<file path="src/rtl/axi4_pkg.sv">
// Shared AXI4 definitions for the default slave: response codes, FSM state
// types and a saturating increment used by the optional error log.
package axi4_pkg;

  localparam logic [1:0] RESP_OKAY   = 2'b00;
  localparam logic [1:0] RESP_SLVERR = 2'b10;
  localparam logic [1:0] RESP_DECERR = 2'b11;

  typedef enum logic [1:0] {
    W_IDLE,
    W_DATA,
    W_RESP
  } wr_state_t;

  typedef enum logic {
    R_IDLE,
    R_DATA
  } rd_state_t;

  function automatic logic [15:0] sat_inc16(input logic [15:0] v);
    return (v == 16'hFFFF) ? v : v + 16'd1;
  endfunction

endpackage

</file>
<file path="src/rtl/axi4_default_slave_rd.sv">
// Read side of the AXI4 default slave: accepts AR and streams ARLEN+1
// DECERR beats with RLAST on the final one. All outputs are registered.
module axi4_default_slave_rd
  import axi4_pkg::*;
#(
  parameter int ID_WIDTH   = 4,
  parameter int DATA_WIDTH = 64
) (
  input  logic                  clk,
  input  logic                  rst_n,
  input  logic [ID_WIDTH-1:0]   arid,
  input  logic [7:0]            arlen,
  input  logic                  arvalid,
  output logic                  arready,
  output logic [ID_WIDTH-1:0]   rid,
  output logic [DATA_WIDTH-1:0] rdata,
  output logic [1:0]            rresp,
  output logic                  rlast,
  output logic                  rvalid,
  input  logic                  rready
);

  rd_state_t  rd_state;
  logic [7:0] beats_left;

  // The slave never returns real data.
  assign rdata = '0;

  always_ff @(posedge clk) begin
    if (!rst_n) begin
      rd_state   <= R_IDLE;
      beats_left <= 8'd0;
      arready    <= 1'b0;
      rvalid     <= 1'b0;
      rlast      <= 1'b0;
      rid        <= '0;
      rresp      <= RESP_OKAY;
    end else begin
      case (rd_state)
        R_IDLE: begin
          if (arvalid && arready) begin
            rd_state   <= R_DATA;
            arready    <= 1'b0;
            rvalid     <= 1'b1;
            rid        <= arid;
            rresp      <= RESP_DECERR;
            beats_left <= arlen;
            rlast      <= (arlen == 8'd0);
          end else begin
            arready <= 1'b1;
          end
        end
        R_DATA: begin
          if (rvalid && rready) begin
            if (rlast) begin
              rd_state <= R_IDLE;
              rvalid   <= 1'b0;
              rlast    <= 1'b0;
              arready  <= 1'b1;
            end else begin
              // rlast is pre-computed so it is registered on the final beat;
              // the counter only moves while nonzero, so it cannot wrap.
              beats_left <= beats_left - 8'd1;
              rlast      <= (beats_left == 8'd1);
            end
          end
        end
        default: begin
          rd_state <= R_IDLE;
          arready  <= 1'b0;
          rvalid   <= 1'b0;
          rlast    <= 1'b0;
        end
      endcase
    end
  end

endmodule

</file>
<file path="src/rtl/axi4_default_slave.sv">
// AXI4 crossbar default slave: completes unmapped AW/AR with DECERR.
// Optional error log ports enabled by AXI4_DEFAULT_SLAVE_ERR_LOG_EN.
module axi4_default_slave
  import axi4_pkg::*;
#(
  parameter int ID_WIDTH   = 4,
  parameter int ADDR_WIDTH = 32,
  parameter int DATA_WIDTH = 64
) (
  input  logic                  clk,
  input  logic                  rst_n,
  input  logic [ID_WIDTH-1:0]   awid,
  input  logic [ADDR_WIDTH-1:0] awaddr,
  input  logic [7:0]            awlen,
  input  logic                  awvalid,
  output logic                  awready,
  input  logic                  wlast,
  input  logic                  wvalid,
  output logic                  wready,
  output logic [ID_WIDTH-1:0]   bid,
  output logic [1:0]            bresp,
  output logic                  bvalid,
  input  logic                  bready,
  input  logic [ID_WIDTH-1:0]   arid,
  input  logic [ADDR_WIDTH-1:0] araddr,
  input  logic [7:0]            arlen,
  input  logic                  arvalid,
  output logic                  arready,
  output logic [ID_WIDTH-1:0]   rid,
  output logic [DATA_WIDTH-1:0] rdata,
  output logic [1:0]            rresp,
  output logic                  rlast,
  output logic                  rvalid,
  input  logic                  rready
`ifdef AXI4_DEFAULT_SLAVE_ERR_LOG_EN
  ,
  output logic [15:0]           err_wr_cnt,
  output logic [15:0]           err_rd_cnt,
  output logic [ADDR_WIDTH-1:0] err_last_addr
`endif
);

  wr_state_t wr_state;
  logic      unused_inputs;

  // Write path: accept AW, swallow beats until wlast, then one B beat.
  always_ff @(posedge clk) begin
    if (!rst_n) begin
      wr_state <= W_IDLE;
      awready  <= 1'b0;
      wready   <= 1'b0;
      bvalid   <= 1'b0;
      bid      <= '0;
      bresp    <= RESP_OKAY;
    end else begin
      case (wr_state)
        W_IDLE: begin
          if (awvalid && awready) begin
            wr_state <= W_DATA;
            awready  <= 1'b0;
            wready   <= 1'b1;
            bid      <= awid;
          end else begin
            awready <= 1'b1;
          end
        end
        W_DATA: begin
          if (wvalid && wready && wlast) begin
            wr_state <= W_RESP;
            wready   <= 1'b0;
            bvalid   <= 1'b1;
            bresp    <= RESP_DECERR;
          end
        end
        W_RESP: begin
          if (bvalid && bready) begin
            wr_state <= W_IDLE;
            bvalid   <= 1'b0;
            awready  <= 1'b1;
          end
        end
        default: begin
          wr_state <= W_IDLE;
          awready  <= 1'b0;
          wready   <= 1'b0;
          bvalid   <= 1'b0;
        end
      endcase
    end
  end

  axi4_default_slave_rd #(
    .ID_WIDTH   (ID_WIDTH),
    .DATA_WIDTH (DATA_WIDTH)
  ) u_rd (
    .clk     (clk),
    .rst_n   (rst_n),
    .arid    (arid),
    .arlen   (arlen),
    .arvalid (arvalid),
    .arready (arready),
    .rid     (rid),
    .rdata   (rdata),
    .rresp   (rresp),
    .rlast   (rlast),
    .rvalid  (rvalid),
    .rready  (rready)
  );

`ifdef AXI4_DEFAULT_SLAVE_ERR_LOG_EN
  // Burst length is never checked; wlast alone terminates the write.
  assign unused_inputs = ^awlen;

  always_ff @(posedge clk) begin
    if (!rst_n) begin
      err_wr_cnt    <= 16'd0;
      err_rd_cnt    <= 16'd0;
      err_last_addr <= '0;
    end else begin
      if (awvalid && awready) err_wr_cnt <= sat_inc16(err_wr_cnt);
      if (arvalid && arready) err_rd_cnt <= sat_inc16(err_rd_cnt);
      if (arvalid && arready) begin
        err_last_addr <= araddr;
      end else if (awvalid && awready) begin
        err_last_addr <= awaddr;
      end
    end
  end
`else
  assign unused_inputs = ^{awlen, awaddr, araddr};
`endif

endmodule

</file>
<file path="config.mk">
export PLATFORM = sky130hd
export DESIGN_NAME = axi4_default_slave
export DESIGN_NICKNAME = d
export VERILOG_FILES = /design/src/rtl/axi4_pkg.sv /design/src/rtl/axi4_default_slave_rd.sv /design/src/rtl/axi4_default_slave.sv
export SDC_FILE = /design/constraint.sdc
export NUM_CORES = 1
export LEC_CHECK = 0
export CORE_ASPECT_RATIO = 0.9
export CORE_MARGIN = 2
export CORE_UTILIZATION = 32
export DETAILED_ROUTE_END_ITERATION = 12
export PLACE_DENSITY = 0.9
export SYNTH_ARGS = -nofsm -noshare
export SYNTH_HDL_FRONTEND = slang
export SYNTH_SLANG_ARGS = --single-unit
</file>
<file path="constraint.sdc">
create_clock -name clk -period 2.9 [get_ports clk]
set_input_delay 0.58 -clock clk [delete_from_list [all_inputs] [get_ports clk]]
set_output_delay 0.58 -clock clk [all_outputs]
set_load 0.005 [all_outputs]
</file>
After elaboration in Yosys (flattened, before gate mapping)
Index checks and enable logic that the tools add are counted.
- mux-type cells: 33
- bitwise logic cells: 4
- eq/ne operators: 10
- reductions and logical operators: 19
- add/subtract/negate cells: 1
- operator list (operator ; number):
    $mux W8 ; 3
    $mux W1 ; 18
    $pmux W8 S2 ; 1
    $reduce_and A3 Y1 ; 5
    $reduce_and A2 Y1 ; 6
    $ne A2 B2 Y1 const B ; 5
    $pmux W1 S3 ; 3
    $eq A8 B1 Y1 const B ; 1
    $logic_not A8 Y1 ; 1
    $pmux W1 S2 ; 4
    $sub A8 B1 Y8 const B ; 1
    $logic_and A1 B1 Y1 ; 6
    $mux W2 ; 3
    $pmux W2 S3 ; 1
    $ne A2 B1 Y1 const B ; 2
    $not A1 Y1 ; 4
    $eq A2 B1 Y1 const B ; 1
    $eq A2 B2 Y1 const B ; 1
    $logic_not A2 Y1 ; 1
- logic and storage cells: 80
- output and inout port bits: 82
- register bits after elaboration: 27

Logic depth before layout (Yosys ltp)
- word-level depth: 4
- gate-level depth with buffers: 6

Cells and area by module
Synthesis repeated with hierarchy kept, for this count alone.
- cells, all modules: 222
- area, all modules: 1794.2 µm²
- by module, submodules not included (module ; area an instance (µm²) ; instances ; cells each):
    axi4_default_slave_rd ; 1382.6 ; 1 ; 180
    axi4_default_slave ; 411.6 ; 1 ; 42

Worst setup path before layout
Ideal clock, no wire load.
- path type: input -> register
- start point: in awvalid
- end point: reg bid[0]
- data required time: 2772 ps
- path slack: 1537 ps
- path buffers: 1
- data arrival time: 1236 ps
- library setup time: 128 ps
- stages on the path: 4
- path through: nor4bb_1 -> buf_2 -> mux2i_1 -> nor2_1
- longest elaborated chain between the ends: 2
- ends and longest elaborated chain (element ; RTL line ; RTL):
    from (decl) ; axi4_default_slave.sv:15 ; input logic awvalid,
    $logic_and A1 B1 Y1 ; axi4_default_slave.sv:58 ; if (awvalid && awready) begin
    $reduce_and A2 Y1 (no line) ; - ;
    to (signal assigned) ; axi4_default_slave.sv:62 ; bid <= awid;
    to (decl) ; axi4_default_slave.sv:20 ; output logic [ID_WIDTH-1:0] bid,
No other way between the ends.
A chain may end at the register's enable or synchronous reset.

Worst setup path in the final report
- start point: in rst_n
- end point: reg awready
- RTL lines (element ; RTL line ; RTL):
    from (decl) ; axi4_default_slave.sv:11 ; input logic rst_n,
    to (signal assigned) ; axi4_default_slave.sv:50 ; awready <= 1'b0;
    to (signal assigned) ; axi4_default_slave.sv:60 ; awready <= 1'b0;
    to (signal assigned) ; axi4_default_slave.sv:64 ; awready <= 1'b1;
    to (decl) ; axi4_default_slave.sv:16 ; output logic awready,
No word-level cell between the ends.

==> flow_metrics.py <==
metrics = {
    "cells_and_area": {
        "areaGrowthSynthToFinish_pct": 14.54,
        "fillers": 543,
        "utilization_pct": 38.56,
        "final_common_cell": "conb_1",
        "finalInstanceArea_sq_um": 2051,
        "layout_common_cells": "conb_1, clkdlybuf4s50_1, dfxtp_1",
        "final_net_count": 355,
        "antennaDiodeCount": 0,
        "drive_gt1_share_pct": 4.297,
        "instances_no_fill": 323,
    },
    "grt": {
        "first_global_vias": 1133,
        "grt_max_degree": 25,
        "grt-ovfl-total": 0,
        "grt_pass1_wl_mm": 5.119,
        "antenna_found_initial": 0,
        "grt_util_all_layers_pct": 9.967,
    },
    "sta": {
        "max_freq_mhz": 540.4,
        "finClkSkew_ns": 0.001931,
        "fin_crit_ns": 1.850,
        "period_share_pct": 63.81,
        "drv_slew": 0,
        "tns_ns": 0,
        "rsz0062_at_grt": "false",
        "hold_viol": 0,
        "setup_viol": 0,
        "timing.slew.headroom_pct": 48.91,
        "worst_pin_slew_ns": 0.7656,
    },
    "pwr": {
        "power_uw": 848.6,
        "power_density_nw_per_um2": 413.8,
        "p_int_uw": 594.4,
        "pwr-share-comb_pct": 23.9,
        "clock_power_share_pct": 26.3,
        "switching_power_uw": 254.2,
        "leakage_uw": 0.0008477,
        "power_switching_share_pct": 29.96,
        "ir_worst_vdd_mv": 0.3236,
        "seq_power_share_pct": 49.8,
    },
    "clock_tree": {
        "cts_resized": 0,
        "hold_buffers": 0,
        "cts_buffers": 3,
        "clockBufferDepth": 2,
        "cts_tree": "yes",
        "cts_sinks": 27,
        "post-cts-setup-buffers": 0,
        "cts-root-buf": "clkbuf_8",
        "clk-insertion-delay-late_ns": 0.28,
        "h-tree-depth": 1,
        "path_clk_slew_ns": 0.10,
    },
    "die": {
        "die_h_um": 74.96,
        "start_util_pct": 33.67,
        "die_area_sq_um": 6210,
        "io_pins": 178,
        "die_x_um": 82.85,
        "core-area_sq_um": 5318,
        "row_count": 25,
    },
    "setup_path": {
        "timing.critical_path.to_type": "flip-flop",
        "critPathSlowestCell": "clkdlybuf4s50_1",
        "startpoint_type": "primary input",
        "path_cells": "clkdlybuf4s50_1 > inv_1 > a2111oi_0",
        "required_ns": 3.07,
        "criticalPathCategory": "in2reg",
        "slowest_delay_ns": 0.59,
        "worstPathMaxFanout": 24,
        "cp.buffers_inverters": 2,
        "critPathArrivalTime_ns": 2.02,
        "path_delay_family": "buffers and inverters",
    },
    "drt": {
        "drc": 0,
        "vias": 1412,
        "wirelength_mm": 3.480,
        "drt-pass1-iter-count": 4,
        "routedWlPerCell_um": 10.77,
        "viasPerCell": 4.372,
        "detail-route-antenna-nets": 0,
        "first_iter_violations": 61,
    },
    "yosys": {
        "synth_cell_types": 41,
        "avgSynthCellArea_sq_um": 8.176,
        "ys_ff_latch": 27,
        "yosysWarnings": 0,
        "syn_inst": 219,
        "syn-cell-area_sq_um": 1790,
        "yosysSeqAreaShare_pct": 30.19,
    },
    "place": {
        "dp_cells": 319,
        "post_dp_cell_area_sq_um": 2002,
        "hpwl_mm": 2.701,
        "place.gp.congestion": 0.8021,
        "io_buffers": 41,
    },
    "run": {
        "max_cap_viol_count": 0,
    },
    "run_status": {
        "status": "finished clean",
    },
    "hold_path": {
        "min_path_type": "reg2reg",
    },
}
-- per-stage QoR --
step,setup WS [ns],hold slack (ns)
floorplan,1.537,0.4527
global placement,0.8051,0.4438
detailed placement,0.7276,0.4509
CTS,1.056,0.4643
global route,0.8295,0.4866
finish,1.050,0.4613
-- worst register-to-register path: cells and delay by family (launching register included) --
family	cells	cell delay (ns)
flip-flops	1	0.48
buffers and inverters	1	0.27
AO/OA/AOI/OAI	2	0.65
AND/OR/NAND/NOR	2	0.31
-- power groups by stage --
stage               clock network [uW]  registers [uW]  logic [uW]
floorplan                            0             426         184
global placement                     0             429         195
detailed placement                   0             431         201
CTS                                228             422         202
global route                       241             427         224
finish                             223             423         203
-- final timing paths --
| kind | slack (ns) | depth (start not counted) | startpoint | end |
|---|---|---|---|---|
| hold / removal | 0.46 | 2 | u_rd.rid[0]$_SDFFE_PN0P_ | u_rd.rid[0]$_SDFFE_PN0P_ |
| hold reg to reg | 0.46 | 2 | u_rd.rid[0]$_SDFFE_PN0P_ | u_rd.rid[0]$_SDFFE_PN0P_ |
| setup reg to reg | 1.10 | 5 | u_rd.rd_state$_SDFF_PN0_ | u_rd.beats_left[1]$_SDFFE_PN0P_ |
| setup / recovery | 1.05 | 3 | rst_n | awready$_SDFFE_PN0P_ |
-- flip-flops by register name (all words and copies together), names as in the netlist --
name and flops:
wready 1, u_rd.rd_state 1, u_rd.rvalid 1, bvalid 1, bid 4, wr_state 2
u_rd.rlast 1, u_rd.rresp 1, bresp 1, u_rd.rid 4, u_rd.beats_left 8, u_rd.arready 1
awready 1
-- synthesized netlist by cell type --
master	number	area share (%)
nor3_1	5	1.4
a211oi_1	2	0.84
clkbuf_1	2	0.42
o22ai_1	1	0.35
a21oi_1	18	5.0
a32oi_1	1	0.49
nor2_1	19	4.0
buf_2	4	1.1
nor4bb_1	1	0.56
nand2_1	17	3.6
a31oi_1	1	0.35
a41oi_1	2	0.98
mux2i_1	5	2.8
and3b_1	1	0.49
o221a_1	1	0.63
a21boi_0	1	0.42
buf_4	66	28
nand3b_4	1	1.1
o21a_1	1	0.42
and3_1	1	0.35
a31oi_4	1	1.2
nor4b_1	1	0.49
o311a_1	1	0.56
nor2b_1	5	1.7
dfxtp_1	27	30
a211oi_2	1	0.70
conb_1	1	0.21
nand3_1	2	0.56
nor4_1	3	1.0
nor4_4	1	1.2
mux2_2	1	0.63
o21ai_0	7	2.0
inv_1	8	1.7
buf_6	1	0.63
o32ai_1	1	0.49
and4b_1	1	0.56
o21ai_1	2	0.56
a2111oi_0	1	0.49
ha_1	2	1.4
nand2b_1	1	0.35
nand3b_1	1	0.42
-- kinds of logic after synthesis --
group / after synthesis / share of synthesized area [%]
AOI/OAI and AO/OA: 42 / 15.44
adders and majority gates: 2 / 1.397
buffers and inverters: 81 / 31.52
DFF: 27 / 30.19
muxes: 6 / 3.424
other: 1 / 0.2094
and+or+nand+nor: 60 / 17.82
-- layout make-up --
class | count | area [sq um] | share of cell area, %
Sequential cell | 27 | 540.5 | 26.36
Clock inverter | 1 | 7.507 | 0.3661
Multi-Input combinational cell | 174 | 922.1 | 44.97
Timing Repair Buffer | 43 | 425.4 | 20.74
Inverter | 8 | 30.03 | 1.464
Tap cell | 67 | 83.83 | 4.088
Clock buffer | 3 | 41.29 | 2.013
-- metal layers --
metal,GRT usage (%),vias up,wire [um]
li1,-,682,-
met4,0,0,4
met3,3.838,2,355
met2,18.55,97,1672
met1,11.84,631,1448
met5,0,-,0
Power figures use the tool's default switching activity.
